### config.mk
export PLATFORM = sky130hd
export DESIGN_NAME = tanh
export DESIGN_NICKNAME = d
export VERILOG_FILES = /design/src/rtl/tanh.sv
export SDC_FILE = /design/constraint.sdc
export NUM_CORES = 1
export LEC_CHECK = 0
export CAP_MARGIN = 20
export CORE_MARGIN = 5
export CORE_UTILIZATION = 50
export CTS_BUF_LIST = sky130_fd_sc_hd__clkbuf_2
export DETAILED_ROUTE_END_ITERATION = 16
export PLACE_DENSITY = 0.74
export SLEW_MARGIN = 20
export SYNTH_ARGS = -nofsm -noshare
export SYNTH_HDL_FRONTEND = slang
export SYNTH_SLANG_ARGS = --single-unit
### constraint.sdc
create_clock -name clk -period 2.09 [get_ports clk]
set_input_delay 0.418 -clock clk [delete_from_list [all_inputs] [get_ports clk]]
set_output_delay 0.418 -clock clk [all_outputs]
set_load 0.02 [all_outputs]
### src/rtl/tanh.sv
// Piecewise-linear tanh activation, signed Q8.8 in and out, one register of
// latency. The positive half p(|x|) is built from shifts, adds and compares,
// then negated for negative inputs so the result is exactly odd-symmetric.
//
// Handshake: in_valid qualifies `in` on a rising edge; there is no ready, so
// every qualified sample is accepted. out_valid is high for exactly the cycle
// after a sample is accepted, and `out` holds its last value while it is low.
module tanh (
  input  logic        clk,
  input  logic        rst,
  input  logic        in_valid,
  input  logic [15:0] in,
  output logic        out_valid,
  output logic [15:0] out
);

  // Segment breakpoints on the 17-bit magnitude.
  localparam logic [16:0] BP_LIN = 17'h00080;  // 0.5
  localparam logic [16:0] BP_MID = 17'h00133;  // ~1.2
  localparam logic [16:0] BP_SAT = 17'h00268;  // ~2.406

  logic        neg;
  logic [16:0] mag;
  logic [15:0] pos;
  logic [15:0] y;

  // Magnitude is 17 bits wide so that x = 0x8000 gives 0x08000 without wrapping.
  always_comb begin
    neg = in[15];
    mag = {in[15], in};
    if (neg) begin
      mag = 17'd0 - {in[15], in};
    end
  end

  // Positive-half segment selection; every shift truncates the magnitude.
  always_comb begin
    pos = 16'h0100;
    if (mag <= BP_LIN) begin
      pos = mag[15:0];
    end else if (mag <= BP_MID) begin
      pos = {1'b0, mag[15:1]} + 16'h0040;
    end else if (mag < BP_SAT) begin
      pos = {3'b000, mag[15:3]} + 16'h00B3;
    end
  end

  // Apply the sign after truncation so f(-x) = -f(x).
  always_comb begin
    y = pos;
    if (neg) begin
      y = 16'd0 - pos;
    end
  end

  // Single pipeline register; a bubble drops out_valid and holds out.
  always_ff @(posedge clk or posedge rst) begin
    if (rst) begin
      out_valid <= 1'b0;
      out       <= 16'h0000;
    end else begin
      out_valid <= in_valid;
      if (in_valid) begin
        out <= y;
      end
    end
  end

endmodule

Word level (Yosys, flattened, before mapping)
Index checks and enable logic that the tools add are counted. W data, S select, Z words.

Add/subtract/negate cells: 4. $lt $le $gt $ge: 3. Mux-type cells: 5.

Operators with widths (number): $mux W16 (3); $le A17 B8 Y1 const B (1); $le A17 B9 Y1 const B (1); $lt A17 B10 Y1 const B (1); $mux W17 (1); $sub A1 B16 Y17 const A (1); $add A15 B7 Y16 const B (1); $sub A1 B16 Y16 const A (1); $add A13 B8 Y14 const B (1); $mux W14 (1).

Bits in registers: 17. Input port bits: 19. Output and inout bits: 17. Logic and storage cells: 14.

Logic depth before layout (Yosys ltp)
Depth after elaboration: 8. Mapped depth: 19. Mapped depth without buffers: 18.

Worst setup path before layout
No wires, ideal clock.

Kind: input to register. Start point: in in[3]. End point: reg out[11]. Library setup time: 0.142 ns. Arrival: 3.599 ns. Data required time: 1.948 ns. Setup slack: -1.651 ns. Stages: 14. Buffers on the path: 1. Cells stage by stage: or4_4 -> o31ai_4 -> xnor2_1 -> clkinv_1 -> ha_1 -> inv_1 -> o41ai_1 -> and3_1 -> buf_6 -> a41o_1 -> o21ai_2 -> or3b_1 -> o311ai_2 -> o21ai_0.

Word-level cells in the longest chain between the ends: 8. Elaborated cells on any way between the ends: 12.

Ends and longest elaborated chain: from (decl) (line 12) `input logic [15:0] in,`; $sub A1 B16 Y17 (line 32) `mag = 17'd0 - {in[15], in};`; $mux W17 (*) (line 31) `if (neg) begin`; $lt A17 B10 Y1 or $add A13 B8 Y14 (tied branches) (line 43, 44); $mux W14 (line 43) `end else if (mag < BP_SAT) begin`; $mux W16 (line 41) `end else if (mag <= BP_MID) begin`; $mux W16 (*) (line 39) `if (mag <= BP_LIN) begin`; $sub A1 B16 Y16 (line 52) `y = 16'd0 - pos;`; $mux W16 (*) (line 51) `if (neg) begin`; to (signal assigned) (line 64) `out <= y;`; to (decl) (line 14) `output logic [15:0] out`.

Mark *: on every way between the ends. The rest lies on a longest branch, timed or not. A chain may end at the register's enable or synchronous reset.

Worst setup path after layout
Start point: in in[7]. End point: reg out[11].

Same word-level chain as after synthesis.

==> impl_metrics.json <==
{
  "status": "finished, violations left",
  "violations": "negative setup slack",
  "grt_max_degree": 25,
  "achievable-frequency_mhz": 276.3,
  "drc": 0,
  "synth-seq-cells": 17,
  "relSlewSlack_pct": 57.53,
  "port_buffers": 35,
  "final_area_um2": 3382,
  "crit_start": "in[7]",
  "crit_fanout": 5,
  "slew_viol_final": 0,
  "post-route-period-util_pct": 173.1,
  "hold_viol": 0,
  "stdcell_count": 401,
  "arrival_ps": 3800,
  "startpoint_type": "input pin",
  "holdCritPathClass": "in -> async",
  "clock_latency_ps": 300,
  "placed_area_um2": 2907,
  "netlist_top_cells_area": "dfrtp_1 (23%), ha_1 (4.7%), xor2_1 (4.2%)",
  "p_clk_share_pct": 12.8,
  "multiInputGateArea_um2": 1673,
  "setup_tns_ps": -22260,
  "fill_cells": 145,
  "routed_wl_mm": 9.305,
  "cts_tree": "yes",
  "synthesis.instances": 231,
  "fin_util_pct": 92.38,
  "p_comb_share_pct": 57.3,
  "yosys_warnings": 0,
  "cts.sinks": 17,
  "htreeDepth": 1,
  "timing.final.ws_setup_ps": -1529,
  "cap_violations": 0,
  "antenna-diode-count": 0,
  "cellPowerDensity_nw_per_um2": 373.0,
  "max-clock-path-buffers": 2,
  "dpl.cell_count": 374,
  "internal_power_uw": 755.4,
  "layout_commonest_cell": "buf_4",
  "p_leak_nw": 1.456,
  "worst_slew_pin_slew_ps": 636.3,
  "gp_congestion": 0.9367,
  "wire_per_inst_um": 23.20,
  "finClkSkew_ps": 0,
  "peakVddDrop_mv": 0.2083,
  "power_mw": 1.262,
  "switchingPower_uw": 506.1,
  "via_per_inst": 6.823,
  "synth-edff-count": 0,
  "final_layout_size_suffix_gt1_share_pct": 50.42,
  "die_area_um2": 5079,
  "ff_latch_area_um2": 425.4,
  "ant_nets": 0,
  "layout_common_cells": "buf_4 (86), clkdlybuf4s50_1 (26), dfrtp_1 (17)",
  "drt_pre_antenna_iters": 7,
  "grt_remaining_overflow": 0,
  "rows": 22,
  "synth_top_area_share_pct": 22.67,
  "clk_pin_slew_ps": 170,
  "root_buffer": "clkbuf_2",
  "rrSetupSlack_ps": 1100,
  "power_switching_share_pct": 40.12,
  "grt_pass1_wl_mm": 12.26,
  "rsz0062_at_grt": "yes",
  "syn_nets": 257,
  "synth.yosys.seq_area_share_pct": 22.67,
  "vias": 2736,
  "pin_count": 36,
  "path_class": "in -> reg",
  "power_frac_seq_pct": 29.9,
  "syn_to_final_growth_pct": 80.20,
  "min_period_ps": 3619,
  "grt_pass1_vias": 2588,
  "fin_nets": 380,
  "synth_cell_types": 61,
  "post-dp-hpwl_mm": 4.421,
  "initial_core_util_pct": 51.26,
  "grt_antenna_before_repair": 0,
  "r2r-start": "out[8]",
  "hold_ws_ps": 477.6,
  "die_h_um": 71.27,
  "synth_ff_type": "dfrtp_1",
  "cp.required_ps": 2270,
  "grtUsageTotal_pct": 29.23,
  "numCtsBuffers": 3,
  "finalSetupViolations": 16,
  "die_width_um": 71.27,
  "place_ws_ps": -2165,
  "worstSetupEndpointType": "flip-flop",
  "async_reset_ff_share_pct": 100.0,
  "ff2ff_path_depth": 2,
  "drt_iter0_markers": 294,
  "synth_area_um2": 1877,
  "synth_area_leader_cell": "dfrtp_1",
  "avgSynthCellArea_um2": 8.125,
  "r2r_end": "out[8]",
  "core_um2": 3661
}
[power by group through the flow]
stage	registers, mW	clock network, mW	logic (mW)
6_report	0.377	0.161	0.723
5_1_grt	0.380	0.170	0.758
4_1_cts	0.374	0.149	0.632
3_5_place_dp	0.380	0	0.561
3_3_place_gp	0.378	0	0.550
2_1_floorplan	0.417	0	0.242
[what timing repair did]
item	4_1_cts	5_1_grt
hold buffers	0	0
resized for setup	86	16
setup endpoints to repair	16	16
pin swaps	40	23
gates cloned	0	0
setup buffers	17	7
[layout make-up]
cell class,instances,area share (%)
flip-flops and latches,17,12.58
repair buffers,131,33.19
well taps,48,1.776
clock buffers,4,0.5919
inverters,20,2.405
multi-input cells,181,49.46
[kinds of logic after synthesis]
logic type	after synthesis	synth area share, %
XOR/XNOR	14	6.533
multiplexers	5	2.800
AO/OA/AOI/OAI	71	29.87
buffers and inverters	33	7.267
adder cells (fa/ha/maj)	7	4.666
AND/OR/NAND/NOR	84	26.20
flip-flops	17	22.67
[synth_stat cells (3+ instances only)]
cell and instances:
a21oi_1 11, a22oi_1 3, a22oi_2 3, buf_2 4
clkbuf_1 8, dfrtp_1 17, ha_1 7, inv_1 19
mux2i_1 3, nand2_1 7, nand2b_1 7, nand3_1 11
nand4_1 10, nor2_1 13, nor2b_1 4, nor3_1 6
o211ai_1 3, o21a_1 4, o21ai_0 13, o31ai_1 8
or3_1 6, or4_1 4, xnor2_1 5, xor2_1 9
[per-layer routing]
layer / vias up / routed length [um] / part of all wire, % / track usage (%)
li1: 1121 / - / - / -
met1: 1270 / 3127 / 34 / 33.02
met2: 262 / 4628 / 50 / 51.33
met3: 83 / 811 / 8.7 / 4.769
met4: 0 / 737 / 7.9 / 17.33
met5: - / 0 / 0 / 0
[worst max-delay path by stage]
stage | slack (ps) | cells after the start | endpoint
detailed placement | -2160 | 15 | out[9]
finish | -1530 | 14 | out[11]
global placement | -2090 | 15 | out[8]
floorplan | -1490 | 14 | out[13]
CTS | -1300 | 13 | out[9]
global route | -1560 | 14 | out[5]
[worst max-delay path: stages]
cell             delay [ps]
clkdlybuf4s50_1         490
nor2_1                  330
buf_4                   200
nand3_1                 130
mux2i_1                 290
a22oi_2                 180
buf_12                  160
buf_4                   150
o311a_4                 160
a21oi_2                 190
a2bb2oi_2               110
or3_4                   450
o311ai_4                380
o21ai_1                 150
[sequential cells by signal (all words and copies together), names as in the netlist]
name / count
out: 16
out_valid: 1
Power figures use the tool's default switching activity.
